<file path="src/rtl/pic_rom_fetch_scheduler.sv">
// pic_rom_fetch_scheduler: shares one picture ROM between two display windows.
// Every pixel clock at most one ROM address is issued, LEAD cycles ahead of
// the display column, and tagged one-hot with the window that owns it.
// Window enables are captured once per frame (ARM) so a frame never tears.

// Per-window fetch tracker: region decode, address counter and done flag.
module pic_rom_fetch_win #(
    parameter int X_BITS    = 12,
    parameter int Y_BITS    = 12,
    parameter int ADDR_BITS = 16,
    parameter int PIC_W     = 256,
    parameter int PIC_H     = 256,
    parameter int WIN_X     = 640,
    parameter int WIN_Y     = 412,
    parameter int LEAD      = 5
) (
    input  logic                 pix_clk,
    input  logic                 rst,
    input  logic                 i_clr,
    input  logic                 i_adv,
    input  logic [X_BITS-1:0]    i_x,
    input  logic [Y_BITS-1:0]    i_y,
    output logic                 o_in_region,
    output logic [ADDR_BITS-1:0] o_cnt,
    output logic                 o_done
);
    // Bounds carry one extra bit so WIN_X-LEAD and the upper edges never wrap.
    localparam logic [X_BITS:0]    X_LO = (X_BITS+1)'(WIN_X - LEAD);
    localparam logic [X_BITS:0]    X_HI = (X_BITS+1)'(WIN_X - LEAD + PIC_W);
    localparam logic [Y_BITS:0]    Y_LO = (Y_BITS+1)'(WIN_Y);
    localparam logic [Y_BITS:0]    Y_HI = (Y_BITS+1)'(WIN_Y + PIC_H);
    localparam logic [ADDR_BITS-1:0] LAST = ADDR_BITS'(PIC_W * PIC_H - 1);

    logic [X_BITS:0]    w_x;
    logic [Y_BITS:0]    w_y;
    logic [ADDR_BITS-1:0] r_cnt;
    logic                 r_done;

    assign w_x = {1'b0, i_x};
    assign w_y = {1'b0, i_y};

    // Fetch region: display region shifted left by the fetch lead time.
    always_comb begin
        o_in_region = (w_x >= X_LO) && (w_x < X_HI) && (w_y >= Y_LO) && (w_y < Y_HI);
    end

    // Address counter advances only on a granted fetch; done marks the last pixel.
    always_ff @(posedge pix_clk) begin
        if (rst || i_clr) begin
            r_cnt  <= '0;
            r_done <= 1'b0;
        end else if (i_adv) begin
            r_cnt <= r_cnt + ADDR_BITS'(1);
            if (r_cnt == LAST) begin
                r_done <= 1'b1;
            end
        end
    end

    assign o_cnt  = r_cnt;
    assign o_done = r_done;
endmodule

module pic_rom_fetch_scheduler #(
    parameter int X_BITS    = 12,
    parameter int Y_BITS    = 12,
    parameter int ADDR_BITS = 16,
    parameter int PIC_W     = 256,
    parameter int PIC_H     = 256,
    parameter int WIN0_X    = 640,
    parameter int WIN1_X    = 1024,
    parameter int WIN_Y     = 412,
    parameter int LEAD      = 5
) (
    input  logic                 pix_clk,
    input  logic                 rst,
    input  logic [X_BITS-1:0]    act_x,
    input  logic [Y_BITS-1:0]    act_y,
    input  logic                 vs_in,
    input  logic [1:0]           cfg_win_en,
    output logic [ADDR_BITS-1:0] rom_addr,
    output logic [1:0]           rom_sel,
    output logic                 frame_start,
    output logic                 frame_done,
    output logic                 busy,
    output logic                 err_overlap
);
    typedef enum logic [1:0] {
        S_IDLE   = 2'd0,
        S_ARM    = 2'd1,
        S_ACTIVE = 2'd2,
        S_DONE   = 2'd3
    } state_t;

    state_t r_state;
    state_t w_state_nx;

    logic                      r_vs_d;
    logic                      w_vs_rise;
    logic [1:0]                r_en_q;
    logic                      r_err;
    logic [ADDR_BITS-1:0]      r_rom_addr;
    logic [1:0]                r_rom_sel;

    logic                      w_clr;
    logic                      w_active;
    logic [1:0]                w_in;
    logic [1:0]                w_done;
    logic [1:0]                w_hit;
    logic [1:0]                w_grant;
    logic [1:0][ADDR_BITS-1:0] w_cnt;
    logic                      w_all_done;

    assign w_vs_rise = vs_in & ~r_vs_d;
    assign w_clr     = (r_state == S_ARM);
    assign w_active  = (r_state == S_ACTIVE);

    for (genvar k = 0; k < 2; k++) begin : g_win
        pic_rom_fetch_win #(
            .X_BITS   (X_BITS),
            .Y_BITS   (Y_BITS),
            .ADDR_BITS(ADDR_BITS),
            .PIC_W    (PIC_W),
            .PIC_H    (PIC_H),
            .WIN_X    ((k == 0) ? WIN0_X : WIN1_X),
            .WIN_Y    (WIN_Y),
            .LEAD     (LEAD)
        ) u_win (
            .pix_clk    (pix_clk),
            .rst        (rst),
            .i_clr      (w_clr),
            .i_adv      (w_grant[k]),
            .i_x        (act_x),
            .i_y        (act_y),
            .o_in_region(w_in[k]),
            .o_cnt      (w_cnt[k]),
            .o_done     (w_done[k])
        );
        assign w_hit[k] = w_active & r_en_q[k] & ~w_done[k] & w_in[k];
    end

    // Window 0 has fixed priority; window 1 only fetches when window 0 is idle.
    always_comb begin
        w_grant    = 2'b00;
        w_grant[0] = w_hit[0];
        w_grant[1] = w_hit[1] & ~w_hit[0];
        w_all_done = &(w_done | ~r_en_q);
    end

    // Next-state and per-state pulses; a vs edge in ACTIVE resyncs without frame_done.
    always_comb begin
        w_state_nx  = r_state;
        frame_start = 1'b0;
        frame_done  = 1'b0;
        busy        = 1'b0;
        case (r_state)
            S_IDLE: begin
                if (w_vs_rise) w_state_nx = S_ARM;
            end
            S_ARM: begin
                frame_start = 1'b1;
                busy        = 1'b1;
                if (cfg_win_en != 2'b00) begin
                    w_state_nx = S_ACTIVE;
                end else begin
                    w_state_nx = S_DONE;
                    frame_done = 1'b1;
                end
            end
            S_ACTIVE: begin
                busy = 1'b1;
                if (w_vs_rise) begin
                    w_state_nx = S_ARM;
                end else if (w_all_done) begin
                    w_state_nx = S_DONE;
                    frame_done = 1'b1;
                end
            end
            S_DONE: begin
                if (w_vs_rise) w_state_nx = S_ARM;
            end
            default: w_state_nx = S_IDLE;
        endcase
    end

    // State, vs edge history, per-frame enables and sticky overlap flag.
    always_ff @(posedge pix_clk) begin
        if (rst) begin
            r_state <= S_IDLE;
            r_vs_d  <= 1'b0;
            r_en_q  <= 2'b00;
            r_err   <= 1'b0;
        end else begin
            r_state <= w_state_nx;
            r_vs_d  <= vs_in;
            if (r_state == S_ARM) begin
                r_en_q <= cfg_win_en;
                r_err  <= 1'b0;
            end else if (w_hit[0] && w_hit[1]) begin
                r_err <= 1'b1;
            end
        end
    end

    // Registered ROM request: address of the granted window, or zero when idle.
    always_ff @(posedge pix_clk) begin
        if (rst) begin
            r_rom_addr <= '0;
            r_rom_sel  <= 2'b00;
        end else if (w_grant[0]) begin
            r_rom_addr <= w_cnt[0];
            r_rom_sel  <= 2'b01;
        end else if (w_grant[1]) begin
            r_rom_addr <= w_cnt[1];
            r_rom_sel  <= 2'b10;
        end else begin
            r_rom_addr <= '0;
            r_rom_sel  <= 2'b00;
        end
    end

    assign rom_addr    = r_rom_addr;
    assign rom_sel     = r_rom_sel;
    assign err_overlap = r_err;
endmodule

</file>
<file path="config.mk">
export PLATFORM = sky130hd
export DESIGN_NAME = pic_rom_fetch_scheduler
export DESIGN_NICKNAME = d
export VERILOG_FILES = /design/src/rtl/pic_rom_fetch_scheduler.sv
export SDC_FILE = /design/constraint.sdc
export NUM_CORES = 1
export LEC_CHECK = 0
export BUFFER_PORTS_ARGS = -buffer_cell sky130_fd_sc_hd__buf_2
export CAP_MARGIN = 20
export CORE_MARGIN = 4
export CORE_UTILIZATION = 55
export CTS_CLUSTER_SIZE = 20
export DETAILED_ROUTE_END_ITERATION = 10
export PLACE_DENSITY_LB_ADDON = 0.25
export SLEW_MARGIN = 30
export SYNTH_ARGS = -nofsm -noshare
export SYNTH_HDL_FRONTEND = slang
export SYNTH_SLANG_ARGS = --single-unit
</file>
<file path="constraint.sdc">
create_clock -name pix_clk -period 2.7 [get_ports pix_clk]
set_input_delay 0.135 -clock pix_clk [delete_from_list [all_inputs] [get_ports pix_clk]]
set_output_delay 0.135 -clock pix_clk [all_outputs]
set_load 0.02 [all_outputs]
</file>
=== Word level (Yosys, flattened, before mapping) ===
Index checks and enable logic that the tools add are counted.

* $add $sub $neg: 2
* $lt $le $gt $ge: 6
* Equal/unequal tests: 7
* Multiplexer cells: 15
* Bitwise logic cells: 14
* Reduce and logical (&&, ||, !) cells: 18

{| class="wikitable"
|+ Operators with widths
! operator !! count
|-
| $add A16 B1 Y16 const B || 2
|-
| $eq A16 B16 Y1 const B || 2
|-
| $mux W16 || 2
|-
| $ge A12 B10 Y1 const B || 2
|-
| $lt A12 B10 Y1 const B || 2
|-
| $ge A12 B9 Y1 const B || 1
|-
| $lt A12 B11 Y1 const B || 1
|-
| $and A1 B1 Y1 || 8
|-
| $mux W2 || 4
|-
| $reduce_and A2 Y1 || 4
|-
| $reduce_or A2 Y1 || 4
|-
| $logic_and A1 B1 Y1 || 7
|-
| $mux W1 || 7
|-
| $pmux W2 S3 || 1
|-
| $eq A2 B2 Y1 const B || 2
|-
| $not A1 Y1 || 4
|-
| $ne A3 B2 Y1 const B || 1
|-
| $eq A2 B1 Y1 const B || 1
|-
| $logic_not A2 Y1 || 1
|-
| $ne A2 B1 Y1 const B || 1
|-
| $not A2 Y2 || 1
|-
| $or A2 B2 Y2 || 1
|-
| $pmux W1 S2 || 1
|-
| $reduce_bool A2 Y1 || 1
|-
| $logic_or A1 B1 Y1 || 1
|}

* Register bits: 58
* Input bits: 29
* Output and inout bits: 22
* Word-level logic and storage cells: 73

=== Longest topological paths before layout ===
Gate-level depths: netlist of run 1.

* Word-level depth: 9
* Mapped depth: 8
* Depth with buffers taken out: 7

=== By module ===
Synthesis of run 1 repeated with hierarchy kept, for this count alone.

* Cells, all modules: 319
* Area, all modules: 2,911.5 um^2

{| class="wikitable"
|+ Modules (own cells, without submodules)
! module !! times used !! cells an instance !! area an instance (um^2) !! seq. area each (um^2)
|-
| pic_rom_fetch_scheduler || 1 || 115 || 1,102.3 || 480.5
|-
| pic_rom_fetch_win (g_win[1].u_win) || 1 || 103 || 919.6 || 340.3
|-
| pic_rom_fetch_win (g_win[0].u_win) || 1 || 101 || 889.6 || 340.3
|}

=== Worst setup path before layout of run 1 ===
No wires, ideal clock.

* Path kind: reg-to-reg
* Start point: register r_state[0]
* End point: register g_win[0].u_win.r_cnt[4]
* Library setup time: 0.070 ns
* Arrival time: 1.840 ns
* Required time: 2.630 ns
* Path slack: 0.790 ns
* Stages on the path, launching flop included: 8
* Path buffers: 0
* Period minus slack after synthesis: 1.910 ns
* Cells stage by stage: dfxtp_1 > inv_1 > ha_1 > nor4b_4 > and4bb_2 > o221ai_2 > or4_1 > a21oi_1

* Word-level cells in the longest chain between the ends: 4
* Elaborated cells on any way between the ends: 6
* Classes of those cells: eq/ne (2); bitwise (3); reduce/logical (1)

{| class="wikitable"
|+ Ends and longest elaborated chain
! element !! line !! RTL
|-
| start: declaration || 95 || <nowiki>state_t r_state;</nowiki>
|-
| start signal: assignment || 194 || <nowiki>r_state <= w_state_nx;</nowiki>
|-
| $eq A2 B2 Y1 || 116 || <nowiki>assign w_active = (r_state == S_ACTIVE);</nowiki>
|-
| $and A1 B1 Y1 (3 in a row) || 139 || <nowiki>assign w_hit[k] = w_active & r_en_q[k] & ~w_done[k] & w_in[k];</nowiki>
|-
| end signal: assignment || 53 || <nowiki>r_cnt <= r_cnt + ADDR_BITS'(1);</nowiki>
|-
| end: declaration || 36 || <nowiki>logic [ADDR_BITS-1:0] r_cnt;</nowiki>
|}

Parallel ways exist; a longest one is shown, timed or not.
A chain may end at the register's enable or synchronous reset.

=== Worst setup path in the final report of run 1 ===
* Start point: register r_state[0]
* End point: register r_rom_addr[4] (netlist: rom_addr[4])

* Word-level cells in the longest chain between the ends: 8
* Elaborated cells on any way between the ends: 11
* Classes of those cells: eq/ne (1); mux (2); bitwise (8)

{| class="wikitable"
|+ Ends and longest elaborated chain
! element !! line !! RTL
|-
| $eq A2 B2 Y1 (*) || 116 ||
|-
| $and A1 B1 Y1 (3 in a row) || 139 ||
|-
| $not A1 Y1 || 146 || <nowiki>w_grant[1] = w_hit[1] & ~w_hit[0];</nowiki>
|-
| $and A1 B1 Y1 || 146 ||
|-
| $mux W16 || 213 || <nowiki>end else if (w_grant[1]) begin</nowiki>
|-
| $mux W16 (*) || 210 || <nowiki>end else if (w_grant[0]) begin</nowiki>
|-
| end signal: assignment || 211 || <nowiki>r_rom_addr <= w_cnt[0];</nowiki>
|-
| end signal: assignment || 214 || <nowiki>r_rom_addr <= w_cnt[1];</nowiki>
|-
| end: declaration || 102 || <nowiki>logic [ADDR_BITS-1:0] r_rom_addr;</nowiki>
|}

Every way passes the cells marked *; elsewhere a longest branch is shown, timed or not.

==> flow_summary.toml, run 1 <==
[clock_tree]
htreeDepth = 3
tritoncts = "done"
clk_root_buffer_cell = "clkbuf_8"
clock_latency_ps = 340
clk_pin_slew_worst_paths_ps = 60
cts_buffers = 9
cts-resized-gates = 0
cts_max_path_buffers = 2
clkSinkCount = 58
hold_buffers = 0
cts_setup_buffers = 0

[timing]
achievable-frequency_ghz = 0.419
setup_slack_ps = 314
timing_worst_slew_pin_value_ps = 873
setup_tns_ps = 0
rsz0062_at_grt = "false"
setup-violations-final = 0
post-route-min-period_ps = 2390
timing.final.crit_share = 0.884
timing_max_transition_violations_final = 0
finalClockSkew_ps = 8.27
slew_headroom = 0.414
timing.final.hold_violations = 0

[final_layout]
area.growth.synth_to_final_pct = 16.1
final_cell_mix = "58 x dfxtp_1, 48 x buf_2, 32 x a21oi_1, 18 x or4_1, 18 x o31ai_1"
num-nets-final = 377
layout_commonest_cell = "dfxtp_1"
final_cells = 415
drive_gt1_frac = 0.233
n_antenna_cell = 0

[worst_setup_path]
crit_slowest_cell = "nor4_4"
timing.rr.end = "rom_addr[4]$_SDFF_PP0_"
crit_arrival_ps = 2660
worst-r2r-setup-slack_ps = 310
timing.critical_path.to_type = "flop"
worst_path_buffer_plus_inverter_count = 1
cells_traversed_along_the_worst_timing_path = "inv_1 > ha_1 > nor4b_4 > o221ai_4 > nor4_4 > a22o_1"
critPathMaxStageDelay_ps = 740
cp_max_fanout = 24
cp-start-kind = "flop"
critical_path.top_delay_family = "simple AND/OR/NAND/NOR gates"
worstReg2RegStart = "r_state[0]$_SDFFE_PP0P_"
worstPathRequired_ps = 2980
worst-setup-path-type = "flop to flop"
reg2reg_depth = 6

[drt]
ant_nets = 0
drt_first_pass_iters = 4
total_number_of_vias = 2447
initialDrtViolationCount = 221
vias_per_cell = 5.90
drc_errors = 0
post_drt_wl_per_cell_um = 14.7
wirelength_mm = 6.11

[pwr]
netSwitchingFraction = 0.274
p_clk_frac = 0.405
p_int_w = 0.00145
irDropWorstVdd_v = 0.000573
leakagePower_nw = 1.16
design_power_total_w = 0.00200
p_comb_frac = 0.148
sw_power_w = 0.000549
p_per_area_nw_per_um2 = 624
pwr-share-seq = 0.446

[place]
dpl.cell_count = 399
detailedPlacementHpwl_mm = 4.27
globalplace.congestion = 0.783
post-place-ws_ps = 285
input_output_buffers = 48

[synth]
synth_cell_types = 48
syn-num-nets = 330
synth-seq-area-share = 0.421
syn_area_um2 = 2760
synthesis.yosys.warnings = 0
avgSynthCellArea_um2 = 9.32
synth_seq_cells = 58
synthesis.instances = 296

[floorplan]
floorplan.initialDensity = 0.576
floorplan.core_area_um2 = 4790
dieArea_um2 = 6210
io_pins = 51
die_x_um = 78.8
num_rows = 25
fp.dieH_um = 78.8

[grt]
grt_first_pass_wirelength_mm = 10.2
number_of_global_route_vias_before_repair = 2231
grt.overflow.total = 0
grt_start_max_net_pins = 35
gr-usage-all-layers = 0.211
initial_antenna_violation_count = 0

[min_path]
timing.hold.worst_endpoint = "r_vs_d$_SDFF_PP0_"
hold_path_class = "input pin to flop"
worstHoldPathCells = 2
min_from = "vs_in"

[job]
maxCapViolations = 0

[status]
outcome = "completed"
==> cell usage after synthesis (all sizes together) <==
| master | number | area, um^2 |
|---|---|---|
| nor3b | 1 | 7.51 |
| or3 | 12 | 75.1 |
| and3b | 1 | 8.76 |
| nor2 | 11 | 41.3 |
| and3 | 5 | 31.3 |
| mux2i | 3 | 30.0 |
| and2 | 2 | 12.5 |
| or2 | 3 | 18.8 |
| inv | 12 | 45.0 |
| or4 | 18 | 135 |
| buf | 10 | 86.3 |
| o31ai | 18 | 135 |
| nand4b | 1 | 8.76 |
| nand3 | 15 | 75.1 |
| o221ai | 2 | 41.3 |
| nor2b | 2 | 12.5 |
| dfxtp | 58 | 1160 |
| clkbuf | 5 | 18.8 |
| a211oi | 3 | 27.5 |
| a22o | 16 | 140 |
| o31a | 1 | 8.76 |
| ha | 5 | 62.6 |
| mux2 | 1 | 11.3 |
| o211ai | 1 | 7.51 |
| a221oi | 1 | 8.76 |
| a21oi | 32 | 160 |
| o2111a | 1 | 12.5 |
| a32oi | 1 | 8.76 |
| and4 | 1 | 8.76 |
| nand2 | 17 | 63.8 |
| nand4 | 7 | 43.8 |
| and4bb | 1 | 12.5 |
| nor4 | 4 | 40.0 |
| nor4b | 1 | 23.8 |
| o211a | 1 | 10.0 |
| o21a | 3 | 22.5 |
| o21ai | 14 | 81.3 |
| a2111oi | 1 | 27.5 |
| nand2b | 2 | 12.5 |
| nor3 | 3 | 20.0 |
==> kinds of logic (layout without fill, tap and decap cells) <==
family | count (synthesis) | count (layout) | synth area share
AOI/OAI and AO/OA | 95 | 95 | 0.251
adders and majority gates | 5 | 5 | 0.0227
buffers and inverters | 27 | 79 | 0.0544
DFF | 58 | 58 | 0.421
muxes | 4 | 4 | 0.0150
and+or+nand+nor | 107 | 107 | 0.236
==> state kept, by name (all words and copies together), names as in the netlist <==
name	cells
r_state	2
r_vs_d	1
g_win.u_win.o_cnt	32
g_win.u_win.o_done	2
r_en_q	2
rom_addr	16
rom_sel	2
err_overlap	1
==> metrics by stage <==
step                utilization  hold slack, ps  area [um^2]
finish                    0.670            24.0         3200
global route              0.670            37.5         3200
CTS                       0.670            15.5         3200
detailed placement        0.627             370         3000
global placement          0.627             366         3000
floorplan                     -             263         2760
==> worst register-to-register path: stages (launching register included) <==
cell and delay (ps):
dfxtp_1 330, inv_1 80, ha_1 200, nor4b_4 380
o221ai_4 350, nor4_4 750, a22o_1 250
==> layer usage <==
metal	part of all wire	vias up	global-route usage
met3	0.061	9	0.0692
met1	0.42	1141	0.246
met5	0	-	0
met2	0.50	69	0.357
li1	-	1228	-
met4	0.016	0	0.0842
==> how the worst max path moves through the flow <==
stage / from / end / cells after the start
2_1_floorplan: r_state[0]$_SDFFE_PP0P_ / g_win[0].u_win.o_cnt[4]$_SDFFE_PP0P_ / 7
3_3_place_gp: r_state[0]$_SDFFE_PP0P_ / rom_addr[3]$_SDFF_PP0_ / 6
3_5_place_dp: r_state[0]$_SDFFE_PP0P_ / rom_addr[4]$_SDFF_PP0_ / 6
4_1_cts: r_state[0]$_SDFFE_PP0P_ / rom_addr[4]$_SDFF_PP0_ / 6
5_1_grt: r_state[0]$_SDFFE_PP0P_ / rom_addr[4]$_SDFF_PP0_ / 6
6_report: r_state[0]$_SDFFE_PP0P_ / rom_addr[4]$_SDFF_PP0_ / 6
==> power groups by stage <==
stage	Sequential [W]	Combinational [W]	Clock, W
6_report	0.000892	0.000297	0.000811
5_1_grt	0.000894	0.000330	0.000871
4_1_cts	0.000892	0.000300	0.000824
3_5_place_dp	0.000911	0.000298	0
3_3_place_gp	0.000910	0.000294	0
2_1_floorplan	0.000907	0.000220	0
==> cell type report <==
cell class | count | area [um^2]
fillers | 398 | 1580
inverters | 12 | 45.0
clock inverters | 5 | 52.6
clock buffers | 11 | 151
flip-flops and latches | 58 | 1160
repair buffers | 51 | 263
well taps | 67 | 83.8
multi-input cells | 211 | 1450
No activity file was read; power rests on OpenSTA's default activity.
==> inputs of run 2 (changes only) <==
--- a/config.mk
+++ b/config.mk
@@ -8,7 +8,7 @@
 export BUFFER_PORTS_ARGS = -buffer_cell sky130_fd_sc_hd__buf_2
 export CAP_MARGIN = 20
 export CORE_MARGIN = 4
-export CORE_UTILIZATION = 55
+export CORE_UTILIZATION = 32
 export CTS_CLUSTER_SIZE = 20
 export DETAILED_ROUTE_END_ITERATION = 10
 export PLACE_DENSITY_LB_ADDON = 0.25
==> run 2 against run 1 <==
  * Maximum frequency up 10%
  * First-iteration DRC count down 44%
  * Routed wire length up 8.8%
  * Register-to-register slack better by 220 ps
  * Via count about the same
  * Largest power group unchanged
==> flow_summary.toml, run 2 (synthesis gave the netlist of run 1 again) <==
[grt]
initial_antenna_violation_count = 0
grt.overflow.total = 0
number_of_global_route_vias_before_repair = 2275
grt_first_pass_wirelength_mm = 11.0
grt_start_max_net_pins = 35
gr-usage-all-layers = 0.135

[drt]
drc_errors = 0
drt_first_pass_iters = 4
post_drt_wl_per_cell_um = 14.6
vias_per_cell = 5.38
total_number_of_vias = 2449
initialDrtViolationCount = 123
wirelength_mm = 6.65
ant_nets = 0

[worst_setup_path]
critical_path.top_delay_family = "simple AND/OR/NAND/NOR gates"
crit_slowest_cell = "or4_1"
cp_max_fanout = 23
critPathMaxStageDelay_ps = 510
cp-start-kind = "flop"
worst_path_buffer_plus_inverter_count = 2
crit_arrival_ps = 2420
cells_traversed_along_the_worst_timing_path = "inv_1 > ha_1 > nor4b_4 > o221ai_4 > buf_4 > or4_1 > a21oi_1"
worst-setup-path-type = "flop to flop"
worstPathRequired_ps = 2950
timing.critical_path.to_type = "flop"

[floorplan]
floorplan.core_area_um2 = 8300
dieArea_um2 = 10200
die_x_um = 101
io_pins = 51
floorplan.initialDensity = 0.332
fp.dieH_um = 101
num_rows = 33

[clock_tree]
cts-resized-gates = 0
cts_max_path_buffers = 2
clk_root_buffer_cell = "clkbuf_8"
tritoncts = "done"
hold_buffers = 0
htreeDepth = 3
clkSinkCount = 58
clock_latency_ps = 330
cts_buffers = 9
cts_setup_buffers = 0
clk_pin_slew_worst_paths_ps = 70

[timing]
timing.final.hold_violations = 0
finalClockSkew_ps = 6.57
setup-violations-final = 0
rsz0062_at_grt = "false"
timing_max_transition_violations_final = 0
timing_worst_slew_pin_value_ps = 661
slew_headroom = 0.559
post-route-min-period_ps = 2170
achievable-frequency_ghz = 0.462
timing.final.crit_share = 0.802
setup_tns_ps = 0

[final_layout]
final_cells = 455
n_antenna_cell = 0
num-nets-final = 380
final-seq-area_um2 = 1160
largest_reg_flops = 32
layout_commonest_cell = "dfxtp_1"
post-route-util = 0.396
final_cell_mix = "58 x dfxtp_1, 48 x buf_2, 32 x a21oi_1, 18 x or4_1, 18 x o31ai_1"
fillCellCount = 846
finish.instance_area_um2 = 3290
multi_input_comb_area_um2 = 1450
area.growth.synth_to_final_pct = 19.1
drive_gt1_frac = 0.237

[min_path]
hold_path_class = "input pin to flop"

[place]
postPlaceCellArea_um2 = 3060
detailedPlacementHpwl_mm = 4.68
globalplace.congestion = 0.764
input_output_buffers = 48
dpl.cell_count = 439

[pwr]
leakagePower_nw = 1.18
irDropWorstVdd_v = 0.000410
p_per_area_nw_per_um2 = 631

[status]
outcome = "completed"

[job]
maxCapViolations = 0
run 2: changes by cell type in the layout (fill, tap and decap cells not counted), sizes merged:
cell	change
buf	+3
clkinvlp	-1
clkbuf	-1
bufinv	+1
run 2: metal layers:
| layer | up-vias | GRT usage | share of wire |
|---|---|---|---|
| li1 | 1236 | - | - |
| met5 | - | 0 | 0 |
| met1 | 1141 | 0.176 | 0.49 |
| met4 | 0 | 0.0311 | 0.0038 |
| met3 | 2 | 0.0526 | 0.057 |
| met2 | 70 | 0.211 | 0.45 |
run 2: area by class of cell:
type | count | area share
Multi-Input combinational cell | 211 | 0.440
Sequential cell | 58 | 0.353
Timing Repair Buffer | 54 | 0.0868
Clock buffer | 10 | 0.0419
Tap cell | 105 | 0.0400
Clock inverter | 5 | 0.0240
Inverter | 12 | 0.0137
run 2: path summary, 6_finish.rpt:
kind	start	to	slack (ps)	cells after the start
min	vs_in	r_vs_d$_SDFF_PP0_	30	2
max reg2reg	r_state[0]$_SDFFE_PP0P_	g_win[0].u_win.o_cnt[13]$_SDFFE_PP0P_	530	7
min reg2reg	err_overlap$_SDFFE_PP0P_	err_overlap$_SDFFE_PP0P_	460	1
max	r_state[0]$_SDFFE_PP0P_	g_win[0].u_win.o_cnt[13]$_SDFFE_PP0P_	530	7
run 2: through the flow:
stage          hold WS [ps]  setup slack, ps  total power, W
6_report               34.9              534         0.00207
5_1_grt                25.5              395         0.00216
4_1_cts                21.3              425         0.00210
3_5_place_dp            372              454         0.00122
3_3_place_gp            372              507         0.00121
2_1_floorplan           263              790         0.00113
run 2: where the power goes:
part / internal [W] / switching (W)
combinational: 0.000104 / 0.000200
sequential: 0.000877 / 0.0000137
clock: 0.000538 / 0.000341
total: 0.00152 / 0.000555
==> inputs of run 3 (changes only) <==
--- a/config.mk
+++ b/config.mk
@@ -5,6 +5,7 @@
 export SDC_FILE = /design/constraint.sdc
 export NUM_CORES = 1
 export LEC_CHECK = 0
+export ABC_AREA = 1
 export BUFFER_PORTS_ARGS = -buffer_cell sky130_fd_sc_hd__buf_2
 export CAP_MARGIN = 20
 export CORE_MARGIN = 4
==> constraint.sdc (replaced) <==
create_clock -name pix_clk -period 1.9 [get_ports pix_clk]
set_input_delay 0.095 -clock pix_clk [delete_from_list [all_inputs] [get_ports pix_clk]]
set_output_delay 0.095 -clock pix_clk [all_outputs]
set_load 0.02 [all_outputs]
==> run 3 against run 2 <==
  * Sequential share of layout area shrank 7.4 points
  * Final cell count grew 52%
  * Synthesized cell count grew 65%
  * Critical path type unchanged
==> flow_summary.toml, run 3 <==
[status]
outcome = "completed"

[drt]
initialDrtViolationCount = 146
drt_first_pass_iters = 4
total_number_of_vias = 3127
drc_errors = 0
ant_nets = 0
vias_per_cell = 4.53
wirelength_mm = 7.88
post_drt_wl_per_cell_um = 11.4

[worst_setup_path]
worst-r2r-setup-slack_ps = 60
crit_arrival_ps = 2120
worst-setup-path-type = "flop to flop"
cp-start-kind = "flop"
cp_max_fanout = 8
timing.critical_path.to_type = "flop"
reg2reg_depth = 15
cp-startpoint = "r_state[0]$_SDFFE_PP0P_"
timing.rr.end = "g_win[1].u_win.o_cnt[5]$_SDFFE_PP0N_"
worstPathRequired_ps = 2180
worstReg2RegStart = "r_state[0]$_SDFFE_PP0P_"

[timing]
post-route-min-period_ps = 1840
timing.final.crit_share = 0.968
rsz0062_at_grt = "true"
slew_headroom = 0.712
finalClockSkew_ps = 5.16
achievable-frequency_ghz = 0.544
timing_max_transition_violations_final = 0
setup-violations-final = 0
setup_slack_ps = 60.7
timing_worst_slew_pin_value_ps = 431
timing.final.hold_violations = 0

[synth]
syn_area_um2 = 3320
synth_largest_type_area_fraction = 0.350
avgSynthCellArea_um2 = 6.78
synth_seq_cells = 58
synthesis.yosys.warnings = 0
post_synth_edffs = 0
synth_flop_cell = "dfxtp_1"
post_synth_main_area_contributors = "dfxtp_1 35%, nand2_1 15%, nand3_1 7.1%"
synth.cells.most_frequent = "131 x nand2_1, 60 x inv_1, 58 x dfxtp_1, 53 x nor2_1, 47 x nand3_1"
ffs_w_async_s_r_synth = 0
synthesis.instances = 489
synth-seq-area-share = 0.350
synth.most_common_cell = "nand2_1"
synth_cell_types = 38
post-synth-top-area-cell = "dfxtp_1"
syn-num-nets = 523

[clock_tree]
clock_latency_ps = 340
clkSinkCount = 58
clk_pin_slew_worst_paths_ps = 70
cts_buffers = 9
tritoncts = "done"
cts_max_path_buffers = 2
htreeDepth = 3
clk_root_buffer_cell = "clkbuf_8"

[floorplan]
io_pins = 51
floorplan.initialDensity = 0.335
die_x_um = 110
num_rows = 36
dieArea_um2 = 12100
floorplan.core_area_um2 = 9910
fp.dieH_um = 110

[pwr]
leakagePower_nw = 1.89
p_per_area_nw_per_um2 = 768
irDropWorstVdd_v = 0.000602

[min_path]
hold_path_class = "input pin to flop"
min_from = "cfg_win_en[1]"
timing.hold.worst_endpoint = "r_en_q[1]$_SDFFE_PP0P_"
worstHoldPathCells = 3

[grt]
initial_antenna_violation_count = 0
grt_start_max_net_pins = 32
grt_first_pass_wirelength_mm = 12.9
number_of_global_route_vias_before_repair = 2883
gr-usage-all-layers = 0.134
grt.overflow.total = 0

[job]
maxCapViolations = 0

[place]
detailedPlacementHpwl_mm = 5.64
post-place-ws_ps = 91.2
dpl.cell_count = 667
input_output_buffers = 48
globalplace.congestion = 0.852

[final_layout]
num-nets-final = 586
layout_commonest_cell = "nand2_1"
largest_reg_flops = 32
area.growth.synth_to_final_pct = 25.6
drive_gt1_frac = 0.280
final_cells = 690
n_antenna_cell = 0
final_cell_mix = "122 x nand2_1, 58 x inv_1, 56 x dfxtp_1, 52 x nor2_1, 48 x buf_2"
## run 3: cell families after synthesis
group                      share of synthesized area
AOI/OAI and AO/OA                             0.0755
buffers and inverters                          0.102
DFF                                            0.350
and+or+nand+nor                                0.422
xor gates and xnor gates                      0.0317
adders and majority gates                     0.0189
## run 3: how the worst max path moves through the flow
stage | endpoint
detailed placement | rom_addr[4]$_SDFF_PP0_
floorplan | g_win[1].u_win.o_cnt[11]$_SDFFE_PP0N_
CTS | rom_addr[4]$_SDFF_PP0_
finish | g_win[1].u_win.o_cnt[5]$_SDFFE_PP0N_
global route | g_win[1].u_win.o_cnt[5]$_SDFFE_PP0N_
global placement | rom_addr[4]$_SDFF_PP0_
## run 3: worst max-delay path, cell delays in order (launching register included)
cell       delay, ps
dfxtp_2          330
inv_2             80
ha_4             140
inv_2             40
nor2_4            90
nand2_2           70
nor2_1           100
nand2_1           50
nand2_1           70
nand3_2           80
nor2_4           260
clkbuf_16        220
nand2_4           40
nand2_2           70
nand2_2           50
nor2_1            80
## run 3: report_power, final
group	total [W]	switching [W]	internal, W
clock	0.00133	0.000489	0.000843
sequential	0.00128	0.0000225	0.00125
combinational	0.000587	0.000371	0.000216
## run 3: routing by layer
layer  track usage  wire length, um  part of all wire
met1         0.178             3770              0.48
met2         0.212             3690              0.47
met3        0.0376              315             0.040
met4        0.0383               99             0.013
met5             0                0                 0
## run 3: layout make-up
| type | instances | area (um^2) |
|---|---|---|
| repair buffers | 63 | 419 |
| fillers | 1059 | 5750 |
| clock inverters | 4 | 72.6 |
| well taps | 133 | 166 |
| clock buffers | 12 | 165 |
| flip-flops and latches | 58 | 1160 |
| multi-input cells | 354 | 1930 |
| inverters | 66 | 250 |
## run 3: through the flow
step / utilization / hold WS, ps / TNS (ps) / instance area (um^2) / power, W
after floorplan: - / 215 / 0 / 3320 / 0.00166
final: 0.420 / 86.8 / 0 / 4160 / 0.00320
after global placement: 0.374 / 306 / 0 / 3710 / 0.00181
after detailed placement: 0.374 / 313 / 0 / 3710 / 0.00183
after global routing: 0.420 / 97.2 / -856 / 4160 / 0.00337
after CTS: 0.399 / 60.3 / 0 / 3960 / 0.00317
## run 3: repair_timing
action                                 4_1_cts  5_1_grt
buffers inserted                             0        3
gates resized for setup                      0       32
setup endpoints to repair                    0       32
endpoints found under the hold margin        1        0
hold buffers                                 1        0
